===== src/rtl/dp_detect_scheduler_if.sv =====
// Bundle between the DP engine bank and the detection scheduler.
// Latency: pure wiring, no storage.
// Backpressure: none; engines may present results every cycle.
interface dp_detect_scheduler_if #(
    parameter int BIT = 32,
    parameter int N   = 4
);
    localparam int SW = BIT + 13;
    localparam int TW = BIT + 6;

    logic [N-1:0]    eng_dv;
    logic [N*SW-1:0] eng_scr;
    logic [N*7-1:0]  eng_len;
    logic [TW-1:0]   thr;
    logic            vad_in;
    logic            eng_reset;
    logic            det_dv;
    logic [3:0]      det_id;
    logic [SW-1:0]   det_scr;
    logic [6:0]      det_len;
    logic            vad_out;

    // Engine bank / frame control side.
    modport master (
        output eng_dv, eng_scr, eng_len, thr, vad_in,
        input  eng_reset, det_dv, det_id, det_scr, det_len, vad_out
    );

    // Scheduler side.
    modport slave (
        input  eng_dv, eng_scr, eng_len, thr, vad_in,
        output eng_reset, det_dv, det_id, det_scr, det_len, vad_out
    );
endinterface


===== src/rtl/dp_detect_scheduler.sv =====
// Captures N DP engine results, scans them through one shared threshold multiplier, reports the best pass, then flushes the engines; also VAD hangover.
// Latency: N+2 cycles from capture edge to the registered det_dv cycle; eng_reset held FLUSH_CYC cycles from det_dv.
// Backpressure: none; eng_dv may pulse every cycle and is ignored only during FLUSH. Optional macro DP_DETECT_VAD_GATE_EN gates reports on vad_out.
module dp_detect_scheduler #(
    parameter int BIT       = 32,
    parameter int N         = 4,
    parameter int FLUSH_CYC = 2,
    parameter int HANG_CYC  = 3000000
) (
    input logic                  clk,
    input logic                  reset,
    dp_detect_scheduler_if.slave bus
);
    localparam int SW = BIT + 13;
    localparam int TW = BIT + 6;
    localparam int IW = (N > 1) ? $clog2(N) : 1;
    localparam int FW = (FLUSH_CYC > 1) ? $clog2(FLUSH_CYC) : 1;
    localparam logic [IW-1:0] LAST_IDX  = IW'(N - 1);
    localparam logic [FW-1:0] FLUSH_END = FW'(FLUSH_CYC - 1);
    localparam logic [21:0]   HANG_END  = 22'(HANG_CYC);

    typedef enum logic [1:0] {IDLE, SCAN, REPORT, FLUSH} state_t;

    state_t        state;
    logic [SW-1:0] cap_scr [N];
    logic [6:0]    cap_len [N];
    logic [N-1:0]  pend;
    logic [TW-1:0] thr_q;
    logic [IW-1:0] idx;
    logic          best_vld;
    logic [IW-1:0] best_id;
    logic [SW-1:0] best_scr;
    logic [6:0]    best_len;
    logic [FW-1:0] fcnt;
    logic [21:0]   vad_cnt;
    logic          vad_q;

    logic          eng_reset_q;
    logic          det_dv_q;
    logic [3:0]    det_id_q;
    logic [SW-1:0] det_scr_q;
    logic [6:0]    det_len_q;

    logic [SW-1:0] ev_scr;
    logic [6:0]    ev_len;
    logic [SW-1:0] ev_prod;
    logic          ev_pass;
    logic          ev_take;
    logic [N-1:0]  pend_clr;
    logic [N-1:0]  pend_set;

    assign bus.eng_reset = eng_reset_q;
    assign bus.det_dv    = det_dv_q;
    assign bus.det_id    = det_id_q;
    assign bus.det_scr   = det_scr_q;
    assign bus.det_len   = det_len_q;
    assign bus.vad_out   = vad_q;

    // Judge the engine under the scan pointer; len (7b) x thr (BIT+6b) fits SW bits exactly.
    always_comb begin
        ev_scr  = cap_scr[idx];
        ev_len  = cap_len[idx];
        ev_prod = SW'(ev_len) * SW'(thr_q);
        ev_pass = (state == SCAN) && pend[idx] && (ev_scr != '1) &&
                  (ev_len != 7'd0) && (ev_scr < ev_prod);
        // Strict compare: on equal scores the earlier (lower) index stays best.
        ev_take = ev_pass && (!best_vld || (ev_scr < best_scr));
    end

    // Pending-bit masks: a capture on the same edge as its evaluation wins, so it is rescanned.
    always_comb begin
        pend_clr = '0;
        if (state == SCAN) begin
            pend_clr[idx] = 1'b1;
        end
        pend_set = (state == FLUSH) ? '0 : bus.eng_dv;
    end

    // Result capture and pending tracking; the engines are in reset during FLUSH so their outputs are dropped.
    always_ff @(posedge clk or posedge reset) begin
        if (reset) begin
            for (int k = 0; k < N; k++) begin
                cap_scr[k] <= '0;
                cap_len[k] <= '0;
            end
            pend <= '0;
        end else begin
            for (int k = 0; k < N; k++) begin
                if (bus.eng_dv[k] && (state != FLUSH)) begin
                    cap_scr[k] <= bus.eng_scr[k*SW +: SW];
                    cap_len[k] <= bus.eng_len[k*7 +: 7];
                end
            end
            if (state == FLUSH) begin
                pend <= '0;
            end else begin
                pend <= (pend & ~pend_clr) | pend_set;
            end
        end
    end

    // Scan / report / flush sequencer with registered detection and engine-reset outputs.
    always_ff @(posedge clk or posedge reset) begin
        if (reset) begin
            state       <= IDLE;
            thr_q       <= '0;
            idx         <= '0;
            best_vld    <= 1'b0;
            best_id     <= '0;
            best_scr    <= '0;
            best_len    <= '0;
            fcnt        <= '0;
            eng_reset_q <= 1'b0;
            det_dv_q    <= 1'b0;
            det_id_q    <= '0;
            det_scr_q   <= '0;
            det_len_q   <= '0;
        end else begin
            det_dv_q <= 1'b0;
            case (state)
                IDLE: begin
                    if (|pend) begin
                        thr_q    <= bus.thr;
                        best_vld <= 1'b0;
                        idx      <= '0;
                        state    <= SCAN;
                    end
                end
                SCAN: begin
                    if (ev_take) begin
                        best_vld <= 1'b1;
                        best_id  <= idx;
                        best_scr <= ev_scr;
                        best_len <= ev_len;
                    end
                    if (idx == LAST_IDX) begin
`ifdef DP_DETECT_VAD_GATE_EN
                        state <= ((best_vld || ev_take) && vad_q) ? REPORT : IDLE;
`else
                        state <= (best_vld || ev_take) ? REPORT : IDLE;
`endif
                    end else begin
                        idx <= idx + 1'b1;
                    end
                end
                REPORT: begin
                    det_dv_q    <= 1'b1;
                    det_id_q    <= 4'(best_id);
                    det_scr_q   <= best_scr;
                    det_len_q   <= best_len;
                    eng_reset_q <= 1'b1;
                    fcnt        <= '0;
                    state       <= FLUSH;
                end
                FLUSH: begin
                    if (fcnt == FLUSH_END) begin
                        eng_reset_q <= 1'b0;
                        state       <= IDLE;
                    end else begin
                        fcnt <= fcnt + 1'b1;
                    end
                end
                default: state <= IDLE;
            endcase
        end
    end

    // VAD hangover: set on activity, hold until HANG_CYC quiet cycles have been counted.
    always_ff @(posedge clk or posedge reset) begin
        if (reset) begin
            vad_q   <= 1'b0;
            vad_cnt <= '0;
        end else if (!vad_q) begin
            if (bus.vad_in) begin
                vad_q <= 1'b1;
            end
        end else if (bus.vad_in) begin
            vad_cnt <= '0;
        end else if (vad_cnt == HANG_END) begin
            vad_q   <= 1'b0;
            vad_cnt <= '0;
        end else begin
            vad_cnt <= vad_cnt + 1'b1;
        end
    end
endmodule


===== src/flat_wrapper.sv =====
// flat-port wrapper written by rule: the top's interface ports become plain ports
module dp_detect_scheduler_flat 
#(
    parameter int BIT       = 32,
    parameter int N         = 4,
    parameter int FLUSH_CYC = 2,
    parameter int HANG_CYC  = 3000000
)
  (clk, reset, bus_eng_dv, bus_eng_scr, bus_eng_len, bus_thr, bus_vad_in, bus_eng_reset, bus_det_dv, bus_det_id, bus_det_scr, bus_det_len, bus_vad_out);
  dp_detect_scheduler_if #(.BIT(BIT), .N(N)) bus_i ();
  input logic clk;
  input logic reset;
  input wire logic [$bits(bus_i.eng_dv)-1:0] bus_eng_dv;
  input wire logic [$bits(bus_i.eng_scr)-1:0] bus_eng_scr;
  input wire logic [$bits(bus_i.eng_len)-1:0] bus_eng_len;
  input wire logic [$bits(bus_i.thr)-1:0] bus_thr;
  input wire logic [$bits(bus_i.vad_in)-1:0] bus_vad_in;
  output wire logic [$bits(bus_i.eng_reset)-1:0] bus_eng_reset;
  output wire logic [$bits(bus_i.det_dv)-1:0] bus_det_dv;
  output wire logic [$bits(bus_i.det_id)-1:0] bus_det_id;
  output wire logic [$bits(bus_i.det_scr)-1:0] bus_det_scr;
  output wire logic [$bits(bus_i.det_len)-1:0] bus_det_len;
  output wire logic [$bits(bus_i.vad_out)-1:0] bus_vad_out;
  assign bus_i.eng_dv = bus_eng_dv;
  assign bus_i.eng_scr = bus_eng_scr;
  assign bus_i.eng_len = bus_eng_len;
  assign bus_i.thr = bus_thr;
  assign bus_i.vad_in = bus_vad_in;
  assign bus_eng_reset = bus_i.eng_reset;
  assign bus_det_dv = bus_i.det_dv;
  assign bus_det_id = bus_i.det_id;
  assign bus_det_scr = bus_i.det_scr;
  assign bus_det_len = bus_i.det_len;
  assign bus_vad_out = bus_i.vad_out;
  dp_detect_scheduler #(.BIT(BIT), .N(N), .FLUSH_CYC(FLUSH_CYC), .HANG_CYC(HANG_CYC)) u_core (.clk(clk), .reset(reset), .bus(bus_i));
endmodule

===== config.mk =====
export PLATFORM = sky130hd
export DESIGN_NAME = dp_detect_scheduler_flat
export DESIGN_NICKNAME = d
export VERILOG_FILES = /design/src/rtl/dp_detect_scheduler_if.sv /design/src/rtl/dp_detect_scheduler.sv /design/src/flat_wrapper.sv
export SDC_FILE = /design/constraint.sdc
export NUM_CORES = 1
export LEC_CHECK = 0
export ABC_AREA = 0
export BUFFER_PORTS_ARGS = -buffer_cell sky130_fd_sc_hd__buf_4
export CORE_AREA = 3 3 213 236
export CTS_CLUSTER_DIAMETER = 120
export CTS_CLUSTER_SIZE = 8
export DETAILED_ROUTE_END_ITERATION = 6
export DIE_AREA = 0 0 216 239
export PLACE_DENSITY = 0.79
export SLEW_MARGIN = 20
export SYNTH_ARGS = -nofsm -noshare
export SYNTH_HDL_FRONTEND = slang
export SYNTH_SLANG_ARGS = --single-unit
export TNS_END_PERCENT = 10

===== constraint.sdc =====
create_clock -name clk -period 13.45 [get_ports clk]
set_clock_uncertainty 0.2 [all_clocks]
set_input_delay 1.345 -clock clk [delete_from_list [all_inputs] [get_ports clk]]
set_output_delay 1.345 -clock clk [all_outputs]
set_load 0.005 [all_outputs]

# Word level (Yosys, flattened, before mapping)
# Cells that the tools add are included.
dict set report totals {
  inputBits 253
  register_bits 389
  wordCells 108
  output_inout_bits 59
}
dict set report classes {
  n_mux 35
  mul 1
  reduce_logical 24
  order_cmp 5
  n_eq_ne 12
  n_addsub 3
  bitwise_logic 4
}
# op n
set op_table {}
lappend op_table {{$bmux 45 s2} 1}
lappend op_table {{$lt 45x45->1} 2}
lappend op_table {{$mux 45} 2}
lappend op_table {{$mul 7x38->45} 1}
lappend op_table {{$ne 45x45->1 const B} 1}
lappend op_table {{$mux 22} 2}
lappend op_table {{$add 22x1->22 const B} 1}
lappend op_table {{$eq 22x22->1 const B} 1}
lappend op_table {{$bmux 7 s2} 1}
lappend op_table {{$mux 7} 2}
lappend op_table {{$mux 2} 6}
lappend op_table {{$mux 4} 3}
lappend op_table {{$mux 1} 11}
lappend op_table {{$logic_and 1x1->1} 10}
lappend op_table {{$reduce_and 3->1} 3}
lappend op_table {{$pmux 2 s4} 1}
lappend op_table {{$reduce_bool 7->1} 1}
lappend op_table {{$eq 2x2->1 const B} 3}
lappend op_table {{$ne 2x1->1 const B} 3}
lappend op_table {{$ne 2x2->1 const B} 3}
lappend op_table {{$pmux 1 s2} 3}
lappend op_table {{$reduce_and 2->1} 3}
lappend op_table {{$and 4x4->4} 1}
lappend op_table {{$not 4->4} 1}
lappend op_table {{16 further kinds} 18}

# Depth between registers and ports, before layout
dict set report depth {
  word_depth 13
  mapped_depth 34
  depth_no_buf 30
}

# Least setup slack after synthesis
# OpenSTA, ideal clock, no wires.
dict set report synth_timing {
  path_kind {register -> register}
  from {register u_core.idx[0]}
  to {register u_core.best_id[0]}
  path_slack_ns 4.746
  synth_period_minus_slack_ns 8.704
  arrival_time_ns 8.380
  stages_incl_launch_ff 33
  setup_ns 0.125
  path_cell_list {dfrtp_1 > buf_6 > buf_4 > mux4_2 > clkbuf_1 > clkbuf_1 > and2_1 > fa_1 > fa_1 > fa_1 > inv_1 > fa_1 > inv_1 > ha_1 > nand2_1 > and3_1 > or4_1 > o211ai_1 > nand3_1 > a21boi_0 > o21ai_0 > a32o_1 > xor2_1 > ha_1 > nand4_1 > nor4_1 > o211ai_1 > or4_1 > a221oi_1 > nor3b_2 > nand4_4 > buf_6 > mux2_2}
}
dict set report synth_between {
  elab_chain_len 10
  word_cells_on_any_way 21
}
# element line_no
set synth_lines {}
lappend synth_lines {{from (decl)} dp_detect_scheduler.sv:29} ;# logic [IW-1:0] idx;
lappend synth_lines {{from (signal assigned)} dp_detect_scheduler.sv:143} ;# idx <= idx + 1'b1;
lappend synth_lines {{branches (longest 10 deep; another with $mul 7x38->45)} --}
lappend synth_lines {{to (signal assigned)} dp_detect_scheduler.sv:132} ;# best_id <= idx;
lappend synth_lines {{to (decl)} dp_detect_scheduler.sv:31} ;# logic [IW-1:0] best_id;
# Parallel ways; which one is timed is not known. The select of a mux whose other input is x is not followed.
# A chain may end at the register's enable or synchronous reset.

# Worst setup path in the final report
dict set report layout_timing {
  from {register u_core.idx[0]}
  to {register u_core.best_scr[1]}
}
dict set report layout_between {
  elab_chain_len 10
  word_cells_on_any_way 21
}
# element line_no
set layout_lines {}
lappend layout_lines {{branches (longest 10 deep; another with $mul 7x38->45)} --}
lappend layout_lines {{to (signal assigned)} dp_detect_scheduler.sv:133} ;# best_scr <= ev_scr;
lappend layout_lines {{to (decl)} dp_detect_scheduler.sv:32} ;# logic [SW-1:0] best_scr;
# Parallel ways; which one is timed is not known. The select of a mux whose other input is x is not followed.

==> flow_metrics.py <==
metrics = {
    "floorplanning": {
        "rows": 84,
        "fp.dieH_um": 239,
        "die_w_um": 216,
        "initial_core_util_pct": 55.02,
        "core_mm2": 0.04793,
        "pin_count": 312,
        "dieArea_mm2": 0.05162,
    },
    "timing": {
        "timing.final.crit_share_pct": 77.69,
        "setup_viol": 0,
        "drv_slew": 0,
        "maxSlewHeadroom_pct": 34.77,
        "worstMarginPinSlew_ns": 0.9785,
        "setup_tns_ns": 0,
        "layout_min_cycle_time_ns": 10.45,
        "whs_ns": 0.2804,
        "rsz0062_at_grt": "no",
        "hold_viol": 0,
        "max_freq_mhz": 95.70,
    },
    "synth": {
        "synth.most_common_cell": "dfrtp_1",
        "syn_area_mm2": 0.02637,
        "yosys_warnings": 0,
        "yosysTopAreaCell": "dfrtp_1",
        "seq_area_frac_synth_pct": 36.92,
        "synth_area_leaders": "dfrtp_1 (37%), fa_1 (14%), mux2_2 (13%), ha_1 (7.4%), and2_1 (4.7%)",
        "syn_area_per_cell_um2": 11.47,
        "synth-seq-cells": 389,
        "syn_inst": 2299,
        "synth_ff_type": "dfrtp_1",
        "synth_cell_types": 62,
        "synth_common_cells": "dfrtp_1 (389), mux2_2 (308), inv_1 (243)",
        "ys_async_sr_fraction_pct": 100.0,
        "synth_edf_count": 0,
        "synth_top_area_share_pct": 36.92,
    },
    "setup_path": {
        "crit_arrival_ns": 10.72,
        "critPathCaptureType": "flip-flop",
        "cpPeakStageDelay_ns": 0.98,
        "path_common_cell": "fa_1",
        "start_kind": "flip-flop",
        "worstPathRequired_ns": 13.72,
        "critPathKind": "flip-flop to flip-flop",
        "worst_path_max_delay_cell": "mux4_2",
        "critPathMaxFanout": 40,
    },
    "worst_hold_path": {
        "min-delay-path-class": "flip-flop to flip-flop",
    },
    "cts": {
        "cts_resized": 0,
        "clk_latency_ns": 0.60,
        "clock-sinks": 389,
        "cts_buffer_depth": 3,
        "cts_max_level": 2,
        "clk_pin_slew_ns": 0.05,
        "numCtsBuffers": 54,
        "post_cts_buffers": 0,
        "cts_tree": "done",
        "cts-root-buf": "clkbuf_16",
        "cts_hold_repair.buffers": 0,
    },
    "detailed_routing": {
        "ant_nets": 0,
        "wire_per_inst_um": 22.00,
        "num_vias": 18810,
        "wl_met1_um": 28050,
        "met2RoutedLength_um": 34700,
        "drt_wl_total_um": 71070,
        "dr.pass1.iters": 5,
        "drt_iter0_markers": 1198,
        "top_layer_used": "met4",
        "via_per_inst": 5.824,
        "dr_wl_met3_um": 5178,
        "drcViolationCount": 0,
    },
    "global_routing": {
        "track_usage_pct": 27.91,
        "grt_max_degree": 158,
        "antenna_found_initial": 1,
        "grt_pass1_vias": 20350,
        "grt_pass1_wl_um": 112400,
        "overflow": 0,
    },
    "outcome": {
        "run_status": "finished, final reports clean",
    },
    "cells_and_area": {
        "drive_above_1_share_pct": 29.30,
        "areaGrowthSynthToFinish_pct": 16.28,
        "nNetsFinal": 3170,
        "fin_area_mm2": 0.03066,
        "stdcell_count": 3230,
    },
    "placement": {
        "dp_hpwl_um": 51730,
        "dp_cells": 3168,
        "dpl_cell_area_mm2": 0.02917,
        "gp_congestion": 0.9303,
        "numPortBuffers": 309,
    },
    "run": {
        "drv_cap": 0,
    },
}
==> cells in the final DEF (no fill, tap or decap), types with 5 or more instances in the layout <==
master and count:
o211ai_1 5, dfrtp_1 387, xnor2_1 17, o21a_1 8, nand3_1 27, mux4_2 53
buf_4 318, fa_1 179, nor2_1 54, o21bai_1 6, a21oi_1 68, a31oi_1 5
nor2b_1 11, nand4_1 33, nor3_1 5, clkbuf_16 55, a221oi_1 5, ha_1 157
nor4_1 10, and3_1 14, nand2_1 168, a211oi_1 11, and2_1 195, a21o_1 48
o21ai_0 84, mux2_2 308, xor2_1 40, inv_1 242
==> through the flow <==
step                      worst slack [ns]  util (%)
after global routing                 2.416     63.98
after CTS                            2.900     63.86
after floorplan                      1.092         -
after detailed placement             2.908     60.87
final                                3.000     63.98
after global placement               3.177     60.87
==> worst paths after layout <==
path / startpoint / end / slack (ns) / depth (start not counted)
max in group asynchronous: reset / u_core.cap_scr[44] / 10.15 / 5
hold reg to reg: u_core.bus.det_scr[25] / u_core.bus.det_scr[25] / 0.28 / 2
hold / removal: u_core.bus.det_scr[25] / u_core.bus.det_scr[25] / 0.28 / 2
setup reg to reg: u_core.idx[0] / u_core.best_scr[1] / 3.00 / 27
setup / recovery: u_core.idx[0] / u_core.best_scr[1] / 3.00 / 27
min in group asynchronous: reset / u_core.cap_scr[48] / 0.52 / 2
==> state kept, by name, summed over array words and instances, names as in the netlist, 2 cells and up, named ones only <==
| name | flops |
|---|---|
| u_core.vad_cnt | 22 |
| u_core.cap_len | 28 |
| u_core.bus.det_scr | 45 |
| u_core.bus.det_id | 2 |
| u_core.pend | 4 |
| u_core.cap_scr | 180 |
| u_core.best_len | 7 |
| u_core.bus.det_len | 7 |
| u_core.thr_q | 38 |
| u_core.best_id | 2 |
| u_core.best_scr | 45 |
| u_core.idx | 2 |
==> layout make-up <==
cell class | instances | area [µm²]
fillers | 3754 | 17260
multi-input cells | 1571 | 15290
flip-flops and latches | 389 | 9739
repair buffers | 322 | 2466
clock buffers | 56 | 1380
inverters | 243 | 919.6
well taps | 645 | 807.0
clock inverters | 3 | 55.05
diodes | 1 | 2.502
==> cell families (layout without fill, tap and decap cells) <==
| kind of cell | after synthesis | after routing | synth area share [%] |
|---|---|---|---|
| XOR/XNOR | 57 | 57 | 1.893 |
| adder cells (fa/ha/maj) | 336 | 336 | 21.04 |
| AND/OR/NAND/NOR | 539 | 539 | 10.65 |
| flip-flops | 389 | 389 | 36.92 |
| buffers and inverters | 340 | 624 | 5.158 |
| AO/OA/AOI/OAI | 272 | 272 | 6.482 |
| multiplexers | 365 | 365 | 17.85 |
| other | 1 | 3 | 0.01422 |
==> routing by layer <==
layer,global-route usage [%],up-vias
met5,0,-
met4,11.16,0
met3,6.330,161
met2,46.96,683
met1,35.36,9640
li1,-,8329
==> critical path: cells and delay by family, from the launching register on <==
kind,cells,cell delay (ns)
fa+ha+maj,6,2.84
compound gates,8,2.32
simple gates,7,2.07
mux,2,1.36
buf+inv,3,0.39
xor+xnor,1,0.19
flops,1,0.86
Power is left out: the tool's default activity adds up to more than one toggle a clock period on the data nets, which glitch-free logic cannot reach.
